===== src/rtl/draw_arbiter_if.sv =====
`default_nettype none
// ============================================================================
// Module   : draw_arbiter_if
// Brief    : Requester-side rectangle requests and VGA adapter write port.
// Revision : 1.0
// ============================================================================
interface draw_arbiter_if #(
    parameter int NUM_REQ = 3
);
    logic [NUM_REQ-1:0]   req;
    logic [8*NUM_REQ-1:0] req_x;
    logic [7*NUM_REQ-1:0] req_y;
    logic [8*NUM_REQ-1:0] req_w;
    logic [7*NUM_REQ-1:0] req_h;
    logic [3*NUM_REQ-1:0] req_colour;
    logic [NUM_REQ-1:0]   grant;
    logic [NUM_REQ-1:0]   done;
    logic                 busy;
    logic [7:0]           vga_x;
    logic [6:0]           vga_y;
    logic [2:0]           vga_colour;
    logic                 vga_plot;

    modport master (
        output req, req_x, req_y, req_w, req_h, req_colour,
        input  grant, done, busy, vga_x, vga_y, vga_colour, vga_plot
    );

    modport slave (
        input  req, req_x, req_y, req_w, req_h, req_colour,
        output grant, done, busy, vga_x, vga_y, vga_colour, vga_plot
    );
endinterface
`default_nettype wire


===== src/rtl/draw_arbiter.sv =====
`default_nettype none
// ============================================================================
// Module   : draw_arbiter
// Brief    : Round-robin arbiter sweeping solid rectangles into the VGA port.
// Revision : 1.0
// ============================================================================
module draw_arbiter #(
    parameter int NUM_REQ  = 3,
    parameter int SCREEN_W = 160,
    parameter int SCREEN_H = 120
) (
    input  wire logic         clk,
    input  wire logic         reset_n,
    draw_arbiter_if.slave     bus
);
    localparam int c_ptr_w = (NUM_REQ > 1) ? $clog2(NUM_REQ) : 1;

    typedef enum logic [1:0] {
        S_IDLE = 2'd0,
        S_PLOT = 2'd1,
        S_DONE = 2'd2
    } state_t;

    state_t               state_q, state_d;
    logic [c_ptr_w-1:0]   ptr_q, ptr_d;
    logic [c_ptr_w-1:0]   gidx_q, gidx_d;
    logic [NUM_REQ-1:0]   grant_q, grant_d;
    logic [NUM_REQ-1:0]   done_q, done_d;
    logic                 busy_q, busy_d;
    logic [7:0]           x_q, x_d, w_q, w_d, col_q, col_d;
    logic [6:0]           y_q, y_d, h_q, h_d, row_q, row_d;
    logic [2:0]           colour_q, colour_d;
    logic [7:0]           vga_x_q, vga_x_d;
    logic [6:0]           vga_y_q, vga_y_d;
    logic [2:0]           vga_colour_q, vga_colour_d;
    logic                 vga_plot_q, vga_plot_d;

    logic [c_ptr_w:0]     w_search;
    logic                 w_found;
    logic [c_ptr_w-1:0]   w_sel_idx;
    logic [7:0]           w_sel_x, w_sel_w;
    logic [6:0]           w_sel_y, w_sel_h;
    logic [2:0]           w_sel_colour;
    logic                 w_pix_en;
    logic [8:0]           w_pix_x;
    logic [7:0]           w_pix_y;
    logic [2:0]           w_pix_colour;

    // Scan downward so the requester closest to the pointer is written last and wins.
    function automatic logic [c_ptr_w:0] find_next(input logic [NUM_REQ-1:0] r,
                                                   input logic [c_ptr_w-1:0] p);
        logic [c_ptr_w:0] res;
        int               k;
        res = '0;
        for (int i = NUM_REQ - 1; i >= 0; i--) begin
            k = int'(p) + i;
            if (k >= NUM_REQ) k = k - NUM_REQ;
            if (r[k]) res = {1'b1, c_ptr_w'(k)};
        end
        return res;
    endfunction

    always_comb begin
        w_search     = find_next(bus.req, ptr_q);
        w_found      = w_search[c_ptr_w];
        w_sel_idx    = w_search[c_ptr_w-1:0];
        w_sel_x      = bus.req_x[8*int'(w_sel_idx) +: 8];
        w_sel_y      = bus.req_y[7*int'(w_sel_idx) +: 7];
        w_sel_w      = bus.req_w[8*int'(w_sel_idx) +: 8];
        w_sel_h      = bus.req_h[7*int'(w_sel_idx) +: 7];
        w_sel_colour = bus.req_colour[3*int'(w_sel_idx) +: 3];
    end

    always_comb begin
        state_d      = state_q;
        ptr_d        = ptr_q;
        gidx_d       = gidx_q;
        grant_d      = grant_q;
        done_d       = '0;
        busy_d       = busy_q;
        x_d          = x_q;
        y_d          = y_q;
        w_d          = w_q;
        h_d          = h_q;
        colour_d     = colour_q;
        col_d        = col_q;
        row_d        = row_q;
        vga_x_d      = vga_x_q;
        vga_y_d      = vga_y_q;
        vga_colour_d = '0;
        vga_plot_d   = 1'b0;
        w_pix_en     = 1'b0;
        w_pix_x      = '0;
        w_pix_y      = '0;
        w_pix_colour = colour_q;

        case (state_q)
            S_IDLE: begin
                if (w_found) begin
                    gidx_d   = w_sel_idx;
                    grant_d  = NUM_REQ'(1) << w_sel_idx;
                    busy_d   = 1'b1;
                    x_d      = w_sel_x;
                    y_d      = w_sel_y;
                    w_d      = w_sel_w;
                    h_d      = w_sel_h;
                    colour_d = w_sel_colour;
                    col_d    = '0;
                    row_d    = '0;
                    if (w_sel_w == 8'd0 || w_sel_h == 7'd0) begin
                        state_d = S_DONE;
                        done_d  = NUM_REQ'(1) << w_sel_idx;
                    end else begin
                        state_d      = S_PLOT;
                        w_pix_en     = 1'b1;
                        w_pix_x      = {1'b0, w_sel_x};
                        w_pix_y      = {1'b0, w_sel_y};
                        w_pix_colour = w_sel_colour;
                    end
                end
            end
            // Outputs are registered alongside the state, so this computes the next pixel.
            S_PLOT: begin
                if (col_q == w_q - 8'd1) begin
                    if (row_q == h_q - 7'd1) begin
                        state_d = S_DONE;
                        done_d  = grant_q;
                    end else begin
                        col_d    = '0;
                        row_d    = row_q + 7'd1;
                        w_pix_en = 1'b1;
                        w_pix_x  = {1'b0, x_q};
                        w_pix_y  = {1'b0, y_q} + {1'b0, row_q + 7'd1};
                    end
                end else begin
                    col_d    = col_q + 8'd1;
                    w_pix_en = 1'b1;
                    w_pix_x  = {1'b0, x_q} + {1'b0, col_q + 8'd1};
                    w_pix_y  = {1'b0, y_q} + {1'b0, row_q};
                end
            end
            S_DONE: begin
                state_d = S_IDLE;
                grant_d = '0;
                busy_d  = 1'b0;
                ptr_d   = (gidx_q == c_ptr_w'(NUM_REQ - 1)) ? '0 : gidx_q + 1'b1;
            end
            default: begin
                state_d = S_IDLE;
                grant_d = '0;
                busy_d  = 1'b0;
            end
        endcase

        if (w_pix_en) begin
            vga_x_d      = w_pix_x[7:0];
            vga_y_d      = w_pix_y[6:0];
            vga_colour_d = w_pix_colour;
            vga_plot_d   = (w_pix_x < 9'(SCREEN_W)) && (w_pix_y < 8'(SCREEN_H));
        end
    end

    always_ff @(posedge clk or negedge reset_n) begin
        if (!reset_n) begin
            state_q      <= S_IDLE;
            ptr_q        <= '0;
            gidx_q       <= '0;
            grant_q      <= '0;
            done_q       <= '0;
            busy_q       <= 1'b0;
            x_q          <= '0;
            y_q          <= '0;
            w_q          <= '0;
            h_q          <= '0;
            colour_q     <= '0;
            col_q        <= '0;
            row_q        <= '0;
            vga_x_q      <= '0;
            vga_y_q      <= '0;
            vga_colour_q <= '0;
            vga_plot_q   <= 1'b0;
        end else begin
            state_q      <= state_d;
            ptr_q        <= ptr_d;
            gidx_q       <= gidx_d;
            grant_q      <= grant_d;
            done_q       <= done_d;
            busy_q       <= busy_d;
            x_q          <= x_d;
            y_q          <= y_d;
            w_q          <= w_d;
            h_q          <= h_d;
            colour_q     <= colour_d;
            col_q        <= col_d;
            row_q        <= row_d;
            vga_x_q      <= vga_x_d;
            vga_y_q      <= vga_y_d;
            vga_colour_q <= vga_colour_d;
            vga_plot_q   <= vga_plot_d;
        end
    end

    assign bus.grant      = grant_q;
    assign bus.done       = done_q;
    assign bus.busy       = busy_q;
    assign bus.vga_x      = vga_x_q;
    assign bus.vga_y      = vga_y_q;
    assign bus.vga_colour = vga_colour_q;
    assign bus.vga_plot   = vga_plot_q;
endmodule
`default_nettype wire


===== src/flat_wrapper.sv =====
// flat-port wrapper written by rule: the top's interface ports become plain ports
module draw_arbiter_flat 
#(
    parameter int NUM_REQ  = 3,
    parameter int SCREEN_W = 160,
    parameter int SCREEN_H = 120
)
  (clk, reset_n, bus_req, bus_req_x, bus_req_y, bus_req_w, bus_req_h, bus_req_colour, bus_grant, bus_done, bus_busy, bus_vga_x, bus_vga_y, bus_vga_colour, bus_vga_plot);
  draw_arbiter_if #(.NUM_REQ(NUM_REQ)) bus_i ();
  input  wire logic clk;
  input  wire logic reset_n;
  input wire logic [$bits(bus_i.req)-1:0] bus_req;
  input wire logic [$bits(bus_i.req_x)-1:0] bus_req_x;
  input wire logic [$bits(bus_i.req_y)-1:0] bus_req_y;
  input wire logic [$bits(bus_i.req_w)-1:0] bus_req_w;
  input wire logic [$bits(bus_i.req_h)-1:0] bus_req_h;
  input wire logic [$bits(bus_i.req_colour)-1:0] bus_req_colour;
  output wire logic [$bits(bus_i.grant)-1:0] bus_grant;
  output wire logic [$bits(bus_i.done)-1:0] bus_done;
  output wire logic [$bits(bus_i.busy)-1:0] bus_busy;
  output wire logic [$bits(bus_i.vga_x)-1:0] bus_vga_x;
  output wire logic [$bits(bus_i.vga_y)-1:0] bus_vga_y;
  output wire logic [$bits(bus_i.vga_colour)-1:0] bus_vga_colour;
  output wire logic [$bits(bus_i.vga_plot)-1:0] bus_vga_plot;
  assign bus_i.req = bus_req;
  assign bus_i.req_x = bus_req_x;
  assign bus_i.req_y = bus_req_y;
  assign bus_i.req_w = bus_req_w;
  assign bus_i.req_h = bus_req_h;
  assign bus_i.req_colour = bus_req_colour;
  assign bus_grant = bus_i.grant;
  assign bus_done = bus_i.done;
  assign bus_busy = bus_i.busy;
  assign bus_vga_x = bus_i.vga_x;
  assign bus_vga_y = bus_i.vga_y;
  assign bus_vga_colour = bus_i.vga_colour;
  assign bus_vga_plot = bus_i.vga_plot;
  draw_arbiter #(.NUM_REQ(NUM_REQ), .SCREEN_W(SCREEN_W), .SCREEN_H(SCREEN_H)) u_core (.clk(clk), .reset_n(reset_n), .bus(bus_i));
endmodule

===== config.mk =====
export PLATFORM = sky130hd
export DESIGN_NAME = draw_arbiter_flat
export DESIGN_NICKNAME = d
export VERILOG_FILES = /design/src/rtl/draw_arbiter_if.sv /design/src/rtl/draw_arbiter.sv /design/src/flat_wrapper.sv
export SDC_FILE = /design/constraint.sdc
export NUM_CORES = 1
export LEC_CHECK = 0
export ABC_CLOCK_PERIOD_IN_PS = 2880
export BUFFER_PORTS_ARGS = -buffer_cell sky130_fd_sc_hd__buf_2
export CORE_MARGIN = 4
export CORE_UTILIZATION = 50
export CTS_CLUSTER_DIAMETER = 50
export DETAILED_ROUTE_END_ITERATION = 10
export PLACE_DENSITY = 0.88
export REMOVE_ABC_BUFFERS = 1
export SLEW_MARGIN = 25
export SYNTH_ARGS = -nofsm -noshare
export SYNTH_HDL_FRONTEND = slang
export SYNTH_SLANG_ARGS = --single-unit
export TNS_END_PERCENT = 1

===== constraint.sdc =====
create_clock -name clk -period 2.88 [get_ports clk]
set_input_delay 0 -clock clk [delete_from_list [all_inputs] [get_ports clk]]
set_output_delay 0 -clock clk [all_outputs]
set_load 0.01 [all_outputs]

==> flow_metrics.tcl <==
set metrics [dict create \
    ys_types 73 \
    cap_violations 0 \
    ant_nets 0 \
    max_freq_mhz 307 \
    slew_headroom_pct 52.1 \
    async_reset_ff_share_pct 100 \
    hold_class "input port to flip-flop" \
    max-vdd-ir-drop_mv 0.643 \
    dpl.hpwl_um 14100 \
    grt-ovfl-total 0 \
    hold_viol 1 \
    hold_path_depth 3 \
    cts_buffer_depth 2 \
    drc 0 \
    num_antenna_cells 0 \
    yosysTopAreaCellShare_pct 33.6 \
    place_congestion 0.955 \
    grt_pass1_wl_um 30800 \
    placedInstanceArea_sq_mm 0.00756 \
    setup_violations 8 \
    io_pins 130 \
    finalCritPeriodShare_pct 113 \
    place_ws_ns -0.228 \
    port_buffers 129 \
    initial_core_util_pct 51.5 \
    arrival_ns 3.49 \
    internal_power_mw 5.10 \
    synth_xor_area_share_pct 5.58 \
    total_leakage_power_nw 4.03 \
    antenna_found_initial 0 \
    ctsHtreeMaxLevel 3 \
    power_density_mw_per_mm2 1130 \
    clkTransAtPathRegs_ns 0.07 \
    rsz0062_at_grt "yes" \
    grt_pass1_vias 6484 \
    grt_use_total_pct 28.8 \
    p_comb_share_pct 65.7 \
    synthesis.area_sq_mm 0.00596 \
    violations "negative hold slack, negative setup slack" \
    wl_per_cell_um 18.0 \
    dominantRegCellSynth "dfrtp_1" \
    grt_max_degree 81 \
    yosys.area_share.adder_pct 7.10 \
    critPathKind "flip-flop to flip-flop" \
    skew_ns 0.0139 \
    whs_ns -0.0159 \
    layout-drive-gt1-share_pct 33.6 \
    synth_area_leader_cell "dfrtp_1" \
    r2r_start "u_core.row_q[1]" \
    p_clk_share_pct 12.2 \
    switching_share_pct 45.4 \
    drv_slew 0 \
    synth_compound_area_share_pct 21.8 \
    synth_mux_area_share_pct 7.12 \
    startpoint "u_core.row_q[1]" \
    worst_slack_ns -0.375 \
    cts_num_sinks 80 \
    p_switching_mw 4.23 \
    min-delay-start "bus_req_w[21]" \
    drtIter0Drc 727 \
    synth.area.top_cells "dfrtp_1 (34%), nand2_1 (6.9%), mux2i_1 (6.6%)" \
    core-area_sq_mm 0.0116 \
    final_nets 1085 \
    rows 39 \
    endpoint_kind "flip-flop" \
    cts_root_buffer "clkbuf_16" \
    yosys.area_share.simple_pct 20.5 \
    die_h_um 117 \
    final.min_clock_period_ns 3.26 \
    required_ns 3.12 \
    vias 6559 \
    status "finished with violations" \
    die_width_um 117 \
    worst_pin_slew_ns 0.718 \
    rr_worst_depth 15 \
    synthCells 707 \
    yosysWarnings 0 \
    area_growth_syn_to_layout_pct 38.5 \
    cp-start-kind "flip-flop" \
    routed_wl_um 19700 \
    dr.pass1.iters 5 \
    synth_top_family_by_area "compound AO/OA/AOI/OAI gates" \
    cts_tree "yes" \
    ys_ff_latch 80 \
    critPathMaxFanout 5 \
    ys_seq_area_share_pct 33.6 \
    viasPerCell 5.98 \
    seq_power_share_pct 22.1 \
    synth_edf_count 0 \
    worstSkewPairLatency_ns 0.36 \
    synth_common_cells "nand2_1 (110), dfrtp_1 (80), o21ai_0 (71), nor2_1 (50), mux2i_1 (39)" \
    fin_area_sq_mm 0.00826 \
    die_area_sq_mm 0.0137 \
    synth_area_per_cell_sq_um 8.43 \
    synth_most_common_cell "nand2_1" \
    cts_inserted_buffers 9 \
]
==> metal layers <==
| layer | global-route usage, % | share of wire (%) | vias up |
|---|---|---|---|
| met5 | 0 | 0 | - |
| met4 | 12.4 | 3.6 | 0 |
| met3 | 5.71 | 9.0 | 67 |
| met2 | 49.1 | 48 | 388 |
| met1 | 35.6 | 39 | 3092 |
| li1 | - | - | 3012 |
==> final timing paths <==
| path | to | slack (ns) |
|---|---|---|
| worst max-delay path | u_core.bus.vga_plot | -0.38 |
| worst min-delay path | u_core.w_q[5] | -0.02 |
| worst max register to register | u_core.bus.vga_plot | -0.38 |
| worst min register to register | u_core.colour_q[2] | 0.48 |
| max in group asynchronous | u_core.row_q[0] | 2.10 |
| min in group asynchronous | u_core.w_q[5] | 0.26 |
==> area by class of cell <==
type,instances,area [sq um]
Clock buffer,10,239
Clock inverter,6,50.0
Multi-Input combinational cell,560,3880
Timing Repair Buffer,269,1790
Sequential cell,80,2010
Inverter,29,109
Tap cell,143,179
Fill cell,804,3310
==> flip-flops by register name, indices dropped and copies added, names as in the netlist <==
signal	count
u_core.y_q	7
u_core.bus.vga_x	8
u_core.col_q	8
u_core.colour_q	3
u_core.bus.vga_colour	3
u_core.bus.grant	3
u_core.x_q	8
u_core.bus.vga_y	7
u_core.h_q	7
u_core.gidx_q	2
u_core.bus.busy	1
u_core.state_q	2
u_core.w_q	8
u_core.bus.done	3
u_core.row_q	7
u_core.bus.vga_plot	1
u_core.ptr_q	2
==> layout by cell type, fill, tap and decap left out, types with 12 or more instances in the layout <==
cell	netlist	final
xnor2_1	23	22
a21oi_1	29	24
dfrtp_1	80	77
buf_4	0	119
xor2_1	15	14
o21ai_0	71	65
mux2i_1	39	39
nor2_1	50	48
inv_1	29	27
dlygate4sd3_1	0	14
a22o_1	12	12
nand3_1	21	19
nand2_1	110	110
ha_1	29	27
nand2b_1	15	13
buf_2	7	128
o211ai_1	16	16
==> what timing repair did <==
| action | in CTS | in global routing |
|---|---|---|
| hold endpoints to repair | 93 | 0 |
| pin swaps | 18 | 9 |
| resized for setup | 24 | 23 |
| hold buffers | 14 | 0 |
| setup endpoints to repair | 34 | 32 |
| buffers inserted | 9 | 3 |
==> metrics by stage <==
stage	TNS [ns]	util, %	instances	total power [mW]
floorplan	-184.25	-	669	5.34
global placement	-0.317	65.4	1055	7.46
detailed placement	-2.79	65.4	1055	7.70
CTS	-0.123	70.5	1094	9.05
global route	-3.55	71.4	1097	9.96
finish	-0.466	71.4	1097	9.33
==> cells by family after synthesis <==
group                      Yosys count
muxes                               42
and+or+nand+nor                    254
AOI/OAI and AO/OA                  194
adders and majority gates           32
buffers and inverters               67
DFF                                 80
xor gates and xnor gates            38
==> worst max-delay path, stage by stage (launching register included) <==
cell	delay (ns)
dfrtp_1	0.41
buf_6	0.14
nand3_1	0.10
xnor2_1	0.32
ha_1	0.35
o21ai_1	0.17
a21boi_2	0.12
buf_4	0.15
buf_4	0.12
buf_4	0.12
buf_4	0.12
nor2_1	0.22
a21oi_1	0.15
a211oi_2	0.29
o2111ai_2	0.17
and4_1	0.20
==> power by group through the flow <==
| stage | registers (mW) | clock network [mW] | logic [mW] |
|---|---|---|---|
| final | 2.06 | 1.14 | 6.13 |
| after global routing | 2.12 | 1.19 | 6.66 |
| after floorplan | 2.06 | 0 | 3.28 |
| after CTS | 2.04 | 1.13 | 5.88 |
| after global placement | 2.02 | 0 | 5.44 |
| after detailed placement | 2.04 | 0 | 5.66 |
(Power assumes the default switching activity.)
